<file path="config.mk">
export PLATFORM = sky130hd
export DESIGN_NAME = cache_fill_ctrl
export DESIGN_NICKNAME = d
export VERILOG_FILES = /design/src/rtl/cache_fill_pkg.sv /design/src/rtl/fill_word_counter.sv /design/src/rtl/cache_fill_ctrl.sv
export SDC_FILE = /design/constraint.sdc
export NUM_CORES = 1
export LEC_CHECK = 0
export ABC_AREA = 1
export ABC_CLOCK_PERIOD_IN_PS = 1600
export BUFFER_PORTS_ARGS = -buffer_cell sky130_fd_sc_hd__buf_2
export CAP_MARGIN = 20
export CELL_PAD_IN_SITES_DETAIL_PLACEMENT = 1
export CELL_PAD_IN_SITES_GLOBAL_PLACEMENT = 2
export CORE_ASPECT_RATIO = 0.7
export CORE_UTILIZATION = 24
export DETAILED_ROUTE_END_ITERATION = 16
export GPL_TIMING_DRIVEN = 0
export PLACE_DENSITY = 0.82
export SETUP_SLACK_MARGIN = 0.15
export SLEW_MARGIN = 10
export SYNTH_ARGS = -nofsm -noshare
export SYNTH_HDL_FRONTEND = slang
export SYNTH_SLANG_ARGS = --single-unit
</file>
<file path="constraint.sdc">
create_clock -name clk -period 1.6 [get_ports clk]
set_input_delay 0.32 -clock clk [delete_from_list [all_inputs] [get_ports clk]]
set_output_delay 0.32 -clock clk [all_outputs]
set_load 0.02 [all_outputs]
</file>
<file path="src/rtl/cache_fill_pkg.sv">
// Shared types and helpers for the cache block fill controller.
// The width localparams describe the default geometry; instances derive their own from parameters.
package cache_fill_pkg;

  typedef enum logic {
    IDLE = 1'b0,
    FILL = 1'b1
  } state_e;

  localparam int unsigned DEF_WORD_BYTES  = 2;
  localparam int unsigned DEF_BLOCK_WORDS = 8;
  localparam int unsigned OFF_W = $clog2(DEF_WORD_BYTES);
  localparam int unsigned IDX_W = $clog2(DEF_BLOCK_WORDS);
  localparam int unsigned CNT_W = IDX_W + 1;

  // Byte address of word n of a block; the index wraps inside the block and never carries into base.
  function automatic logic [31:0] blk_word_addr(input logic [31:0] base,
                                                input logic [31:0] start,
                                                input logic [31:0] n,
                                                input int unsigned off_w,
                                                input int unsigned idx_w);
    logic [31:0] idx;
    idx = (start + n) & ((32'd1 << idx_w) - 32'd1);
    return base | (idx << off_w);
  endfunction

endpackage

</file>
<file path="src/rtl/fill_word_counter.sv">
// Clear/enable word counter with a terminal-count flag, used for request issue and response tracking.
module fill_word_counter #(
  parameter int unsigned CNT_W       = 4,
  parameter int unsigned BLOCK_WORDS = 8,
  parameter bit          TC_LAST     = 1'b0
) (
  input  logic             clk_i,
  input  logic             rst_i,
  input  logic             clr_i,
  input  logic             en_i,
  output logic [CNT_W-1:0] cnt_o,
  output logic             tc_o
);

  // TC_LAST flags the final word slot; otherwise the flag marks a full block.
  localparam logic [CNT_W-1:0] TC_VAL = TC_LAST ? CNT_W'(BLOCK_WORDS - 1) : CNT_W'(BLOCK_WORDS);

  logic [CNT_W-1:0] cnt_q, cnt_d;

  always_comb begin
    cnt_d = cnt_q;
    if (clr_i) begin
      cnt_d = '0;
    end else if (en_i) begin
      cnt_d = cnt_q + CNT_W'(1);
    end
  end

  always_ff @(posedge clk_i) begin
    if (rst_i) begin
      cnt_q <= '0;
    end else begin
      cnt_q <= cnt_d;
    end
  end

  assign cnt_o = cnt_q;
  assign tc_o  = (cnt_q == TC_VAL);

endmodule

</file>
<file path="src/rtl/cache_fill_ctrl.sv">
// Cache block fill controller: issues one block of word requests with ready handshake and
// writes returning words into the data array, in linear or critical-word-first order.
module cache_fill_ctrl
  import cache_fill_pkg::*;
#(
  parameter int unsigned ADDR_W      = 16,
  parameter int unsigned WORD_BYTES  = DEF_WORD_BYTES,
  parameter int unsigned BLOCK_WORDS = DEF_BLOCK_WORDS,
  parameter bit          CWF_EN      = 1'b0
) (
  input  logic                           clk,
  input  logic                           rst,
  input  logic                           miss_detected,
  input  logic [ADDR_W-1:0]              miss_address,
  input  logic                           cwf_mode,
  output logic                           mem_req_valid,
  input  logic                           mem_req_ready,
  output logic [ADDR_W-1:0]              mem_req_addr,
  input  logic                           memory_data_valid,
  output logic                           fsm_busy,
  output logic                           write_data_array,
  output logic [$clog2(BLOCK_WORDS)-1:0] write_word_idx,
  output logic                           write_tag_array,
  output logic                           fill_done
);

  localparam int unsigned BLK_OFF_W = $clog2(WORD_BYTES);
  localparam int unsigned BLK_IDX_W = $clog2(BLOCK_WORDS);
  localparam int unsigned BLK_CNT_W = BLK_IDX_W + 1;
  localparam logic [ADDR_W-1:0] BLK_MASK =
    ADDR_W'((64'd1 << (BLK_OFF_W + BLK_IDX_W)) - 64'd1);

  state_e                 state_q, state_d;
  logic [ADDR_W-1:0]      base_q, base_d;
  logic [BLK_IDX_W-1:0]   word_q, word_d;
  logic                   mode_q, mode_d;
  logic [BLK_IDX_W-1:0]   start;
  logic [BLK_CNT_W-1:0]   req_cnt, rsp_cnt;
  logic                   req_full, rsp_last;
  logic                   accept, req_fire, rsp_ok;

  fill_word_counter #(
    .CNT_W      (BLK_CNT_W),
    .BLOCK_WORDS(BLOCK_WORDS),
    .TC_LAST    (1'b0)
  ) u_req_cnt (
    .clk_i(clk),
    .rst_i(rst),
    .clr_i(accept),
    .en_i (req_fire),
    .cnt_o(req_cnt),
    .tc_o (req_full)
  );

  fill_word_counter #(
    .CNT_W      (BLK_CNT_W),
    .BLOCK_WORDS(BLOCK_WORDS),
    .TC_LAST    (1'b1)
  ) u_rsp_cnt (
    .clk_i(clk),
    .rst_i(rst),
    .clr_i(accept),
    .en_i (rsp_ok),
    .cnt_o(rsp_cnt),
    .tc_o (rsp_last)
  );

  always_comb begin
    state_d = state_q;
    base_d  = base_q;
    word_d  = word_q;
    mode_d  = mode_q;

    start    = mode_q ? word_q : '0;
    accept   = (state_q == IDLE) && miss_detected;
    fsm_busy = (state_q == FILL);

    mem_req_valid = (state_q == FILL) && !req_full;
    req_fire      = mem_req_valid && mem_req_ready;
    // Address is forced to zero when idle so every output reads 0 out of reset.
    mem_req_addr  = mem_req_valid ?
      ADDR_W'(blk_word_addr(32'(base_q), 32'(start), 32'(req_cnt), BLK_OFF_W, BLK_IDX_W)) : '0;

    // A response beyond the issued requests is a protocol error and is dropped.
    rsp_ok           = (state_q == FILL) && memory_data_valid && (rsp_cnt < req_cnt);
    write_data_array = rsp_ok;
    write_word_idx   = rsp_ok ?
      BLK_IDX_W'(blk_word_addr(32'd0, 32'(start), 32'(rsp_cnt), 0, BLK_IDX_W)) : '0;
    write_tag_array  = rsp_ok && rsp_last;
    fill_done        = rsp_ok && rsp_last;

    case (state_q)
      IDLE: begin
        if (miss_detected) begin
          state_d = FILL;
          base_d  = miss_address & ~BLK_MASK;
          word_d  = miss_address[BLK_OFF_W +: BLK_IDX_W];
          mode_d  = cwf_mode;
        end
      end
      FILL: begin
        if (rsp_ok && rsp_last) begin
          state_d = IDLE;
        end
      end
      default: state_d = IDLE;
    endcase
  end

  always_ff @(posedge clk) begin
    if (rst) begin
      state_q <= IDLE;
      base_q  <= '0;
      word_q  <= '0;
      mode_q  <= CWF_EN;
    end else begin
      state_q <= state_d;
      base_q  <= base_d;
      word_q  <= word_d;
      mode_q  <= mode_d;
    end
  end

endmodule

</file>
==> impl_metrics.ini <==
[floorplan]
dieHeight_microns = 64.6
rows = 22
ioPinCount = 46
coreArea_sq_um = 5310
die_area_sq_um = 5910
start_util_pct = 25.3
dieWidth_microns = 91.5

[timing]
slew_viol_final = 0
fin_worst_skew_ns = 0.00379
fin_crit_sh_pct = 133
tightestPinTransition_ns = 0.554
slew_headroom_pct = 63.0
rsz0062_at_grt = true
finalCriticalPeriod_ns = 2.14
finalHoldWorstSlack_ns = 0.233
finalSetupViolations = 28
fmax_mhz = 468
fin_ws_ns = -0.535
finalHoldViolations = 0
fin_tns_setup_ns = -7.42

[logic_synthesis]
yosys_warnings = 0
syn_avg_cell_area_sq_um = 7.23
yosys.area_share.adder_pct = 10.4
synth-simple-area-share_pct = 19.3
synth_top_family_by_area = simple AND/OR/NAND/NOR gates
yosys-mux-area-fraction_pct = 0
synth_nets = 218
synth_seq_area_share_pct = 37.2
synth_cells = 186
netlist_area_sq_um = 1350
synth_compound_area_share_pct = 15.4
synthDistinctLibCells = 22
ys_ff_latch = 25
synth-xor-area-share_pct = 3.91

[detailed_routing]
num_vias = 1440
final_antenna_net_count = 0
drtIter0Drc = 24
avgRoutedWirePerCell_microns = 13.5
drt-vias-per-instance = 4.35
first_pass_iters = 3
routed_wl_microns = 4450
drcViolationCount = 0

[clocking]
clkTransAtPathRegs_ns = 0.09
clkSinkCount = 25
cts_hold_buf = 0
cts_tree = yes
cts_buffer_depth = 2
cts_root_buffer = clkbuf_8
htree_num_levels = 1
numCtsBuffers = 3
insertion_delay_ns = 0.27

[finish]
fin_util_pct = 46.9
syn_to_final_growth_pct = 85.4
final_cells = 331
nets = 292
diodes = 0
drive_above_1_share_pct = 58.7

[power]
ir_drop_v = 0.000266
switching_share_pct = 30.9
power_switching_mw = 0.460
power.density_nw_per_um2 = 597
internal_power_mw = 1.03
seqPwrFrac_pct = 45.6
pwr-share-comb_pct = 28.1
power_mw = 1.49
leakagePower_nw = 1.07
pwr-share-clk_pct = 26.3

[setup_path]
start_kind = flop
required_ns = 1.28
r2r_cells = 10
rr_endpoint = u_rsp_cnt.cnt_o[1]$_SDFFE_PP0P_
critPathMaxFanout = 2
reg2reg_slack_ns = -0.07
endpoint_kind = primary output
crit_type = flop to primary output
r2r-start = u_req_cnt.cnt_o[1]$_SDFFE_PP0P_
arrival_ns = 1.82

[global_routing]
antenna_found_initial = 0
grt_first_pass_wirelength_microns = 7120
grt_pass1_vias = 1446
track_usage_pct = 15.6
grt_max_degree = 16
grt_overflow = 0

[worst_hold_path]
hold_class = primary input to flop
holdPathStages = 2
hp-start = rst
hold_end = fsm_busy$_SDFF_PP0_

[place]
routabilityCongestion = 0.711
io_buffers = 43
dp_cells = 301
hpwl_microns = 2930

[outcome]
status = finished, violations left
violations = negative setup slack

[run]
cap_violations = 0
-- layout by cell type (no fill, tap or decap), drive strengths merged --
master,synthesis,layout
nand2,21,21
xnor2,3,3
and3b,1,1
o21ai,20,20
dfxtp,25,25
nor3b,1,1
clkinvlp,0,1
clkinv,1,1
buf,5,74
a21oi,20,20
inv,35,35
xor2,3,3
nor2,31,31
nand3,6,6
clkbuf,2,5
fa,2,2
conb,1,1
ha,8,8
o21a,1,1
-- per-stage QoR --
step	worst slack (ns)	cell area, sq um
after CTS	-0.541	2360
after floorplan	-0.149	1500
final	-0.535	2490
after global routing	-0.626	2490
after global placement	-0.281	1800
after detailed placement	-0.355	1800
-- power groups by stage --
stage               clock, mW  combinational, mW  sequential, mW
floorplan                   0              0.179           0.692
global placement            0              0.256           0.694
detailed placement          0              0.262           0.695
CTS                     0.404              0.388           0.676
global route            0.438              0.452           0.685
finish                  0.392              0.418           0.679
-- state kept, by name (all words and copies together), names as in the netlist --
| name | cells |
|---|---|
| word_q | 3 |
| mode_q | 1 |
| base_q | 12 |
| u_rsp_cnt.cnt_o | 4 |
| u_req_cnt.cnt_o | 4 |
| fsm_busy | 1 |
-- logic make-up (layout without fill, tap and decap cells) --
logic type / Yosys count / count (layout)
simple gates: 60 / 60
other cells: 1 / 1
fa+ha+maj: 10 / 10
flops: 25 / 25
compound gates: 41 / 41
buf+inv: 43 / 116
xor+xnor: 6 / 6
-- repair_timing --
action | 4_1_cts | 5_1_grt
setup buffers | 23 | 2
endpoints found under the setup margin | 29 | 40
resized for setup | 93 | 30
pin swaps | 16 | 9
gates cloned | 1 | 0
-- worst max-delay path, cell delays in order, from the launching register on --
cell	delay [ns]
dfxtp_2	0.35
nand2_2	0.06
inv_4	0.07
ha_4	0.12
inv_2	0.03
fa_2	0.35
xnor2_2	0.15
xor2_1	0.18
nor2_2	0.10
buf_6	0.12
-- cells in the mapped netlist --
master | instances | area (sq um)
o21ai_0 | 20 | 100
a21oi_1 | 20 | 100
buf_4 | 2 | 15.0
buf_2 | 2 | 10.0
nor3b_4 | 1 | 18.8
xor2_1 | 3 | 26.3
clkinv_2 | 1 | 5.00
nand3_1 | 6 | 30.0
buf_6 | 1 | 11.3
xnor2_1 | 3 | 26.3
nor2_2 | 1 | 6.26
and3b_1 | 1 | 8.76
ha_1 | 8 | 100
o21a_1 | 1 | 7.51
nand2_1 | 19 | 71.3
inv_1 | 35 | 131
nor2_1 | 30 | 113
conb_1 | 1 | 3.75
clkbuf_1 | 2 | 7.51
dfxtp_1 | 25 | 500
nand2_2 | 2 | 12.5
fa_1 | 2 | 40.0
-- per-layer routing --
layer | GRT usage (%) | part of all wire [%]
met1 | 21.0 | 48
met2 | 25.8 | 48
met3 | 3.40 | 2.8
met4 | 2.98 | 0.74
met5 | 0 | 0
-- cell type report --
type	instances	area [sq um]
sequential	25	524
tap	72	90.1
fill	627	2820
clock buffer	3	41.3
inverter	36	150
multi-input combinational	118	976
clock inverter	1	7.51
buffer	7	62.6
timing repair buffer	69	642
-- worst max path at each step --
stage	startpoint	end	slack (ns)	cells after the start
3_5_place_dp	mode_q$_SDFFE_PP0P_	write_word_idx[2]	-0.35	9
3_3_place_gp	mode_q$_SDFFE_PP0P_	write_word_idx[2]	-0.28	9
2_1_floorplan	mode_q$_SDFFE_PP0P_	write_word_idx[2]	-0.15	8
6_report	mode_q$_SDFFE_PP0P_	write_word_idx[2]	-0.54	9
4_1_cts	mode_q$_SDFFE_PP0P_	write_word_idx[2]	-0.54	9
5_1_grt	mode_q$_SDFFE_PP0P_	write_word_idx[2]	-0.63	9
No activity file was read; power rests on OpenSTA's default activity.
